## src/rtl/memory_arbiter_n_pkg.sv

```systemverilog
// Shared types for the N-core memory arbiter: RAM handshake states, arbiter FSM
// states and the select-width helper used to size core indices.
package memory_arbiter_n_pkg;

    localparam int unsigned WORD_W = 32;

    typedef logic [WORD_W-1:0] word_t;

    typedef enum logic [1:0] {
        FREE   = 2'd0,
        BUSY   = 2'd1,
        ACCESS = 2'd2,
        ERROR  = 2'd3
    } ramstate_t;

    // Prefixed so the literals do not collide with ramstate_t::BUSY.
    typedef enum logic {
        ARB_IDLE = 1'b0,
        ARB_BUSY = 1'b1
    } arb_state_t;

    function automatic int unsigned sel_width(input int unsigned n);
        return (n > 1) ? $clog2(n) : 1;
    endfunction

endpackage

```

## src/rtl/memory_arbiter_n_rr.sv

```systemverilog
// Combinational round-robin picker: first requester at or after ptr, wrapping at N.
module rr_arbiter
    import memory_arbiter_n_pkg::*;
#(
    parameter int unsigned N = 2,
    localparam int unsigned SELW = sel_width(N)
) (
    input  logic [N-1:0]    req,
    input  logic [SELW-1:0] ptr,
    output logic [N-1:0]    gnt,
    output logic [SELW-1:0] idx,
    output logic            any
);

    localparam int unsigned SUMW = SELW + 1;

    logic [SUMW-1:0] sum;
    logic [SELW-1:0] cand;

    always_comb begin
        gnt  = '0;
        idx  = '0;
        any  = 1'b0;
        sum  = '0;
        cand = '0;
        for (int unsigned i = 0; i < N; i++) begin
            sum = {1'b0, ptr} + SUMW'(i);
            if (sum >= SUMW'(N)) begin
                sum = sum - SUMW'(N);
            end
            cand = sum[SELW-1:0];
            if (!any && req[cand]) begin
                any       = 1'b1;
                gnt[cand] = 1'b1;
                idx       = cand;
            end
        end
    end

endmodule

```

## src/rtl/memory_arbiter_n.sv

```systemverilog
// N-core memory arbiter: merges per-core instruction/data requests onto one RAM
// port with data-first round-robin, retries on ERROR, and raises a sticky halt.
module memory_arbiter_n
    import memory_arbiter_n_pkg::*;
#(
    parameter int unsigned CPUS = 2,
    parameter int unsigned AW   = 32,
    parameter int unsigned DW   = 32
) (
    input  logic                 clk,
    input  logic                 rst_n,
    input  logic [CPUS-1:0]      iren,
    input  logic [CPUS*AW-1:0]   iaddr,
    input  logic [CPUS-1:0]      dren,
    input  logic [CPUS-1:0]      dwen,
    input  logic [CPUS*AW-1:0]   daddr,
    input  logic [CPUS*DW-1:0]   dstore,
    input  logic [CPUS-1:0]      flushed,
    output logic [CPUS-1:0]      iwait,
    output logic [CPUS-1:0]      dwait,
    output logic [DW-1:0]        iload,
    output logic [DW-1:0]        dload,
    output logic [AW-1:0]        ramaddr,
    output logic [DW-1:0]        ramstore,
    output logic                 ramren,
    output logic                 ramwen,
    input  logic [DW-1:0]        ramload,
    input  ramstate_t            ramstate,
    output logic                 halt
);

    localparam int unsigned SELW = sel_width(CPUS);

    // Parameter-dependent width, so the grant type lives with the instance.
    typedef struct packed {
        logic            valid;
        logic            is_data;
        logic [SELW-1:0] core;
    } arb_grant_t;

    arb_state_t      state, state_n;
    arb_grant_t      grant, grant_n;
    logic [SELW-1:0] dptr, dptr_n, iptr, iptr_n;

    logic [CPUS-1:0] dreq;
    logic [CPUS-1:0] dgnt, ignt;
    logic [SELW-1:0] didx, iidx;
    logic            dany, iany;
    logic            cur_req, cur_wr, done_c;
    logic            unused_gnt;

    logic [AW-1:0] iaddr_a  [CPUS];
    logic [AW-1:0] daddr_a  [CPUS];
    logic [DW-1:0] dstore_a [CPUS];

    for (genvar k = 0; k < CPUS; k++) begin : g_unpack
        assign iaddr_a[k]  = iaddr[k*AW +: AW];
        assign daddr_a[k]  = daddr[k*AW +: AW];
        assign dstore_a[k] = dstore[k*DW +: DW];
    end

    // A write on the same core overrides a read.
    assign dreq = dren | dwen;

    rr_arbiter #(.N(CPUS)) u_darb (
        .req (dreq),
        .ptr (dptr),
        .gnt (dgnt),
        .idx (didx),
        .any (dany)
    );

    rr_arbiter #(.N(CPUS)) u_iarb (
        .req (iren),
        .ptr (iptr),
        .gnt (ignt),
        .idx (iidx),
        .any (iany)
    );

    assign unused_gnt = ^{dgnt, ignt};

    assign iload = ramload;
    assign dload = ramload;

    // RAM port follows the granted source live, so a dropped request frees the bus at once.
    always_comb begin
        cur_req  = 1'b0;
        cur_wr   = 1'b0;
        ramren   = 1'b0;
        ramwen   = 1'b0;
        ramaddr  = '0;
        ramstore = '0;
        if (grant.valid) begin
            if (grant.is_data) begin
                cur_req  = dreq[grant.core];
                cur_wr   = dwen[grant.core];
                ramaddr  = daddr_a[grant.core];
                ramstore = dstore_a[grant.core];
            end else begin
                cur_req  = iren[grant.core];
                ramaddr  = iaddr_a[grant.core];
            end
            ramren = cur_req & ~cur_wr;
            ramwen = cur_req & cur_wr;
        end
    end

    assign done_c = cur_req & (ramstate == ACCESS);

    always_comb begin
        iwait = iren;
        dwait = dreq;
        if (done_c) begin
            if (grant.is_data) begin
                dwait[grant.core] = 1'b0;
            end else begin
                iwait[grant.core] = 1'b0;
            end
        end
    end

    // Next-state: grant in IDLE, release on ACCESS or drop, hold on ERROR/BUSY/FREE.
    always_comb begin
        state_n = state;
        grant_n = grant;
        dptr_n  = dptr;
        iptr_n  = iptr;
        case (state)
            ARB_IDLE: begin
                if (dany) begin
                    grant_n.valid   = 1'b1;
                    grant_n.is_data = 1'b1;
                    grant_n.core    = didx;
                    state_n         = ARB_BUSY;
                end else if (iany) begin
                    grant_n.valid   = 1'b1;
                    grant_n.is_data = 1'b0;
                    grant_n.core    = iidx;
                    state_n         = ARB_BUSY;
                end
            end
            ARB_BUSY: begin
                if (!cur_req) begin
                    grant_n = '0;
                    state_n = ARB_IDLE;
                end else if (ramstate == ACCESS) begin
                    grant_n = '0;
                    state_n = ARB_IDLE;
                    if (grant.is_data) begin
                        dptr_n = (grant.core == SELW'(CPUS - 1)) ? '0 : grant.core + SELW'(1);
                    end else begin
                        iptr_n = (grant.core == SELW'(CPUS - 1)) ? '0 : grant.core + SELW'(1);
                    end
                end
            end
            default: begin
                grant_n = '0;
                state_n = ARB_IDLE;
            end
        endcase
    end

    always_ff @(posedge clk or negedge rst_n) begin
        if (!rst_n) begin
            state <= ARB_IDLE;
            grant <= '0;
            dptr  <= '0;
            iptr  <= '0;
            halt  <= 1'b0;
        end else begin
            state <= state_n;
            grant <= grant_n;
            dptr  <= dptr_n;
            iptr  <= iptr_n;
            halt  <= halt | (&flushed);
        end
    end

endmodule
```

## config.mk

```make
export PLATFORM = sky130hd
export DESIGN_NAME = memory_arbiter_n
export DESIGN_NICKNAME = d
export VERILOG_FILES = /design/src/rtl/memory_arbiter_n_pkg.sv /design/src/rtl/memory_arbiter_n_rr.sv /design/src/rtl/memory_arbiter_n.sv
export SDC_FILE = /design/constraint.sdc
export NUM_CORES = 1
export LEC_CHECK = 0
export CAP_MARGIN = 15
export CORE_AREA = 2 2 142 144
export DETAILED_ROUTE_END_ITERATION = 8
export DIE_AREA = 0 0 144 146
export HOLD_SLACK_MARGIN = 0.15
export PLACE_DENSITY = 0.52
export SLEW_MARGIN = 20
export SYNTH_ARGS = -nofsm -noshare
export SYNTH_HDL_FRONTEND = slang
export SYNTH_HIERARCHICAL = 1
export SYNTH_SLANG_ARGS = --single-unit
export TNS_END_PERCENT = 10
```

## constraint.sdc

```tcl
create_clock -name clk -period 1.5 [get_ports clk]
set_input_delay 0.225 -clock clk [delete_from_list [all_inputs] [get_ports clk]]
set_output_delay 0.225 -clock clk [all_outputs]
set_load 0.1 [all_outputs]
```

==> flow_summary.toml, run 1 <==
[route]
antenna_left = 0
wl_per_cell_um = 16.8
firstDrtPassIters = 4
route.detailed.drc = 0
viasPerCell = 3.88
first_iter_violations = 40
drt_wl_total_um = 12900
vias = 2991

[critical_path]
cpPeakStageDelay_ns = 0.51
cp_num_buf_inv = 4
cp_top_family = "buffers and inverters"
start_kind = "flop"
slowest_stage = "dfrtp_4"
critical_path_class = "flop to output port"
endpoint_kind = "output port"
crit_fanout = 6
crit_top_cell = "buf_12"
worstPathRequired_ns = 1.27
cp.arrival_ns = 1.85
crit_chain = "buf_8, buf_12, mux2i_4, buf_6, nor4_4, buf_12"
rrSetupSlack_ns = -0.11

[clock_network]
cts_buffer_depth = 2
postCtsHoldBufs = 0
cts_max_level = 1
cts.sinks = 7
clockRootBuffer = "clkbuf_16"
clkTransAtPathRegs_ns = 0.04
cts_tree = "built"
numCtsBuffers = 3
worstSkewPairLatency_ns = 0.23

[grt]
track_usage_pct = 11.3
met2_usage_pct = 22.0
grt_max_degree = 27
antenna_found_initial = 0
grt_pass1_vias = 3450
busiest_layer = "met2"
grt_overflow_total = 0
met3_usage_pct = 4.11
grt_pass1_wl_um = 18800
use_met1_pct = 11.8

[pwr]
p_leak_uw = 0.00251
ir_drop_mv = 1.30
power.density_nw_per_um2 = 2500
power_uw = 16700

[synthesis]
syn_area_um2 = 2460
syn_inst = 270
ys_warn_count = 6
synth.avg_cell_area_um2 = 9.10
synth_fp_nets = 506

[timing]
skew_ns = 0.000912
period_share_pct = 138
worst_pin_slew_ns = 0.349
maxSlewViolCount = 0
rsz0062_at_grt = "yes"
setup-violations-final = 73
finalWorstPathRequiredPeriod_ns = 2.07
holdWs_ns = 0.268
fmax_ghz = 0.483
slew_headroom_pct = 76.7
hold_viol_final = 0
fin_ws_ns = -0.572

[floorplan]
die_area_um2 = 21000
start_util_pct = 12.7
ios = 371
rows = 51
die_x_um = 144
core_area_um2 = 19300
die_h_um = 146

[status]
status = "complete, but fails checks"
violations = "setup timing"

[cells_and_area]
nets = 742
diodes = 0
drive_gt1_share_pct = 49.5
multi_input_area_um2 = 2170
fillers = 1914
area_growth_pct = 172
stdcell_count = 770
regArea_um2 = 180

[placed_design]
gp_congestion = 0.782
place.detailed.hpwl_um = 11200
port_buffers = 274
dp.cells = 759

[run]
cap_violations = 0

[worst_hold_path]
hold_path.class = "input port to async pin"
layout by cell type, fill, tap and decap left out, types with 2 or more instances in the layout:
| cell type | count |
|---|---|
| a31oi_1 | 2 |
| clkdlybuf4s50_1 | 202 |
| clkbuf_16 | 4 |
| dfrtp_1 | 5 |
| buf_12 | 77 |
| nor2_2 | 2 |
| nand2_1 | 3 |
| mux4_2 | 32 |
| o31ai_1 | 2 |
| and2_4 | 32 |
| nor2_1 | 3 |
| mux2i_1 | 11 |
| buf_6 | 5 |
| buf_4 | 26 |
| buf_8 | 2 |
| nand4_1 | 2 |
| or2_4 | 2 |
| mux2i_2 | 22 |
| inv_1 | 8 |
| a21boi_0 | 2 |
| a21boi_4 | 3 |
| nor2_4 | 30 |
layer usage:
metal	share of wire (%)	vias to the layer above
li1	-	1372
met2	52	216
met1	35	1397
met3	13	6
met5	0	-
met4	0.36	0
through the flow:
| step | area, um^2 | setup TNS [ns] | util, % | setup slack, ns |
|---|---|---|---|---|
| floorplan | 2810 | -31.03 | - | -0.643 |
| global placement | 6290 | -18.50 | 32.5 | -0.450 |
| detailed placement | 6290 | -19.14 | 32.5 | -0.443 |
| CTS | 6440 | -33.33 | 33.3 | -0.616 |
| global route | 6700 | -35.86 | 34.6 | -0.653 |
| finish | 6700 | -31.68 | 34.6 | -0.572 |
path summary, 6_finish.rpt:
kind                       cells after the start        end        start
min in group clk                               0  dload[28]  ramload[28]
max                                            6     ramwen     grant[0]
min                                            1       halt        rst_n
min reg2reg                                    1       halt         halt
max in group asynchronous                      1   grant[0]        rst_n
max reg2reg                                    5      state     grant[0]
power breakdown:
part / total [uW] / switching (uW) / internal, uW
combinational: 15900 / 9310 / 6570
sequential: 388 / 123 / 264
clock: 462 / 107 / 354
flip-flops by register name, summed over array words and instances, names as in the netlist:
name and cells:
halt 1, state 1, dptr 1, grant 3, iptr 1
worst register-to-register path, delay by kind of cell, from the launching register on:
family          cells  cell delay (ns)
flops               1             0.51
mux                 1             0.31
buf+inv             2             0.31
compound gates      2             0.33
what timing repair did:
item / CTS / global route
pin swaps: 3 / 10
setup buffers: 0 / 5
gates cloned: 0 / 2
resized for setup: 22 / 52
setup endpoints to repair: 74 / 75
final cells by class:
type	count	area share, %
clock buffers	4	1.18
inverters	8	0.449
multi-input cells	171	32.4
flip-flops and latches	7	2.69
well taps	265	4.95
repair buffers	315	58.3
Note: power is estimated with default switching activity, not from simulation.
==> inputs of run 2 (changes only) <==
CORE_AREA = 2 2 144 146   (was 2 2 142 144)
DIE_AREA = 0 0 146 148   (was 0 0 144 146)
PLACE_DENSITY = 0.5   (was 0.52)
clock period = 2.2 ns   (was 1.5 ns; I/O delays follow)
==> run 2 against run 1 <==
  * Combinational power down 38%
  * Via count decreased by 2.0%
  * Register-to-register slack gained 0.74 ns
  * Routed wire length up 0.59%
  * Core utilization shrank 4.0 points
  * Die area is 2.8% higher
  * Sequential share of layout area grew 0.25 points
  * Critical path type unchanged
  * The run now ends clean
  * Global-route usage decreased by 0.25 points
  * Final cell count shrank 1.6%
  * Sequential cell count unchanged
  * Critical path depth fell by 1
  * Highest routed layer unchanged
==> flow_summary.toml, run 2 (synthesis results as in run 1) <==
[floorplan]
core_area_um2 = 20000
die_x_um = 146
start_util_pct = 12.3
ios = 371
die_h_um = 148
die_area_um2 = 21600
rows = 52

[clock_network]
cts_buffer_depth = 2
cts_max_level = 1
cts.sinks = 7
clockRootBuffer = "clkbuf_16"
numCtsBuffers = 3
postCtsHoldBufs = 0
cts_tree = "built"
worstSkewPairLatency_ns = 0.23
clkTransAtPathRegs_ns = 0.04

[critical_path]
r2r_end = "state"
worstPathRequired_ns = 1.87
rrSetupSlack_ns = 0.63
endpoint_kind = "output port"
timing.rr.start = "grant[0]"
crit_end = "ramaddr[20]"
critical_path_class = "flop to output port"
crit_fanout = 9
cp-startpoint = "grant[0]"
start_kind = "flop"
r2r_cells = 6
cp.arrival_ns = 1.85

[placed_design]
dp.cells = 743
gp_congestion = 0.801
place.detailed.hpwl_um = 10800
place_area_um2 = 5830
port_buffers = 274

[timing]
hold_viol_final = 0
setup-violations-final = 0
finalWorstPathRequiredPeriod_ns = 2.18
skew_ns = 0.00236
worst_pin_slew_ns = 0.357
rsz0062_at_grt = "yes"
period_share_pct = 99.0
slew_headroom_pct = 76.1
maxSlewViolCount = 0
fmax_ghz = 0.459

[grt]
grt_pass1_wl_um = 19000
antenna_found_initial = 0
grt_overflow_total = 0
grt_pass1_vias = 3275
track_usage_pct = 11.0
grt_max_degree = 34

[cells_and_area]
fillers = 2083
final_area_um2 = 6130
layout_common_cells = "203 x clkdlybuf4s50_1, 74 x buf_12, 35 x nor2_1, 33 x mux2i_1, 32 x mux4_2"
drive_gt1_share_pct = 32.4
final_util_pct = 30.6
area_growth_pct = 150
nets = 725
largest_reg_flops = 3
stdcell_count = 758
mostFrequentLayoutCell = "clkdlybuf4s50_1"
diodes = 0
regMostFlops = "grant"

[route]
vias = 2931
first_iter_violations = 78
antenna_left = 0
drt_wl_total_um = 13000
viasPerCell = 3.87
route.detailed.drc = 0
firstDrtPassIters = 4
wl_per_cell_um = 17.2

[pwr]
power.density_nw_per_um2 = 1710
p_leak_uw = 0.00236
ir_drop_mv = 0.801
power_uw = 10500

[status]
status = "complete, no violations"

[worst_hold_path]
hold_path.class = "input port to async pin"

[run]
cap_violations = 0
-- run 2: per-layer routing --
layer	wire (um)	GRT usage [%]	vias to the layer above
met4	116	1.94	0
li1	-	-	1337
met1	4770	12.1	1362
met5	0	0	-
met2	6880	21.1	223
met3	1260	3.36	9
-- run 2: power by group --
| part | switching, uW | internal, uW | total [uW] | leakage, uW |
|---|---|---|---|---|
| clock | 68.9 | 241 | 310 | 0.0000382 |
| sequential | 112 | 180 | 292 | 0.0000762 |
| combinational | 5950 | 3930 | 9880 | 0.00224 |
-- run 2: worst min-delay path by stage --
stage	from	end	slack (ns)	cells past startpoint
after global routing	rst_n	halt	0.40	1
after CTS	rst_n	halt	0.39	1
final	rst_n	halt	0.38	1
after global placement	halt	halt	0.45	1
after floorplan	rst_n	dptr	0.03	0
after detailed placement	halt	halt	0.45	1
-- run 2: critical path, cell delays in order, from the launching register on --
cell and delay [ns]:
dfrtp_4 0.46, buf_16 0.13, buf_12 0.14, mux4_2 0.53
and2_4 0.19, buf_12 0.16
-- run 2: cell type report --
class	count	area, um^2	share of cell area, %
multi-input combinational	171	1770	28.8
sequential	7	180	2.94
timing repair buffer	298	3740	61.0
inverter	8	30.0	0.490
clock buffer	4	78.8	1.29
tap	270	338	5.51
-- run 2: timing repair --
| action | 4_1_cts | 5_1_grt |
|---|---|---|
| pin swaps | 0 | 1 |
| resized for setup | 1 | 25 |
| gates cloned | 0 | 3 |
| setup buffers | 0 | 8 |
| endpoints found under the setup margin | 28 | 22 |
-- run 2: metrics by stage --
| step | hold slack (ns) | setup TNS, ns | worst slack (ns) |
|---|---|---|---|
| after detailed placement | 0.453 | 0 | 0.0572 |
| after global placement | 0.455 | 0 | 0.0835 |
| after floorplan | 0.0344 | -12.10 | -0.388 |
| after global routing | 0.403 | -0.232 | -0.0443 |
| after CTS | 0.386 | -0.0739 | -0.0695 |
| final | 0.378 | 0 | 0.0214 |
==> inputs of run 3 (changes only) <==
CORE_AREA = 2 2 143 145   (was 2 2 144 146)
DIE_AREA = 0 0 145 147   (was 0 0 146 148)
clock period = 2.81 ns   (was 2.2 ns; I/O delays follow)
==> run 3 against run 2 <==
  * Routed wire length fell by 6.9%
  * Critical path depth fell by 1
  * Die area fell by 1.4%
==> flow_summary.toml, run 3 (synthesis results as in run 1) <==
[timing]
rsz0062_at_grt = "no"
fmax_ghz = 0.382
skew_ns = 0.00446
hold_viol_final = 0
period_share_pct = 93.1
holdWs_ns = 0.474
fin_ws_ns = 0.193
maxSlewViolCount = 0
slew_headroom_pct = 50.0
setup-violations-final = 0
worst_pin_slew_ns = 0.750
finalWorstPathRequiredPeriod_ns = 2.62

[pwr]
p_leak_uw = 0.00219
power.density_nw_per_um2 = 1330
ir_drop_mv = 0.524

[placed_design]
place_area_um2 = 5720
port_buffers = 274
gp_congestion = 0.894
place.detailed.hpwl_um = 10600
dp_worst_setup_slack_ns = 0.368

[route]
antenna_left = 0
wl_per_cell_um = 16.4
firstDrtPassIters = 4
first_iter_violations = 40
viasPerCell = 3.85
drt_wl_total_um = 12100
vias = 2852
route.detailed.drc = 0

[clock_network]
postCtsHoldBufs = 0
worstSkewPairLatency_ns = 0.23
numCtsBuffers = 3
cts.sinks = 7
cts_buffer_depth = 2
clockRootBuffer = "clkbuf_16"
clkTransAtPathRegs_ns = 0.04
cts_max_level = 1
cts_setup_buffers = 0
ctsResizeCount = 0
cts_tree = "built"

[grt]
grt_pass1_vias = 3139
grt_pass1_wl_um = 18400
antenna_found_initial = 1
grt_overflow_total = 0
track_usage_pct = 10.9
grt_max_degree = 34

[floorplan]
die_area_um2 = 21300
start_util_pct = 12.4
ios = 371
core_area_um2 = 19800
die_x_um = 145
rows = 52
die_h_um = 147

[cells_and_area]
mostFrequentLayoutCell = "clkdlybuf4s50_1"
final_util_pct = 29.2
area_growth_pct = 136
fillers = 2036
largest_reg_flops = 3
final_area_um2 = 5800
layout_common_cells = "203 x clkdlybuf4s50_1, 72 x buf_12, 35 x nor2_1, 34 x mux2i_1"
drive_gt1_share_pct = 25.1
regMostFlops = "grant"
nets = 707

[worst_hold_path]
hold_path.class = "input port to async pin"

[critical_path]
endpoint_kind = "output port"
crit_fanout = 33
start_kind = "flop"
worstPathRequired_ns = 2.39
critical_path_class = "flop to output port"
cp.arrival_ns = 2.20

[run]
cap_violations = 0

[status]
status = "complete, no violations"
run 3: routing by layer:
| metal | track usage, % | wire length (um) | vias to the layer above |
|---|---|---|---|
| met3 | 3.88 | 1260 | 19 |
| met5 | 0 | 0 | - |
| met4 | 2.57 | 227 | 0 |
| met2 | 20.9 | 6520 | 217 |
| met1 | 11.3 | 4120 | 1312 |
| li1 | - | - | 1304 |
run 3: worst paths after layout:
kind	cells past startpoint	startpoint	endpoint	slack [ns]
min	1	rst_n	halt	0.47
min in group clk	2	iptr	iptr	0.56
max in group asynchronous	1	rst_n	grant[0]	2.03
min reg2reg	2	iptr	iptr	0.56
max reg2reg	3	grant[1]	state	0.93
max	4	grant[1]	ramren	0.19
run 3: report_power, final:
group          leakage [uW]  total [uW]  switching [uW]  internal [uW]
clock             0.0000409         246            59.2            187
sequential        0.0000762         340             202            138
combinational       0.00207        7120            4430           2700
total               0.00219        7710            4690           3020
run 3: stage by stage:
step           setup TNS (ns)  total power, uW  cells
2_1_floorplan           -2.00             5260    270
3_3_place_gp                0             7540    736
3_5_place_dp                0             7550    736
4_1_cts                     0             7830    740
5_1_grt                     0             7990    741
6_report                    0             7710    741
run 3: cell type report:
type / instances / area, um^2 / share of cell area [%]
antenna: 1 / 2.50 / 0.0431
clock buffer: 3 / 75.1 / 1.29
clock inverter: 1 / 5.00 / 0.0862
inverter: 8 / 30.0 / 0.517
multi-input combinational: 171 / 1660 / 28.6
sequential: 7 / 180 / 3.10
tap: 270 / 338 / 5.82
timing repair buffer: 280 / 3510 / 60.5
run 3: worst max-delay path, stage by stage (launching register included):
cell     delay, ns
dfrtp_2       0.83
inv_1         0.23
o31ai_2       0.50
nor3_1        0.18
buf_12        0.20
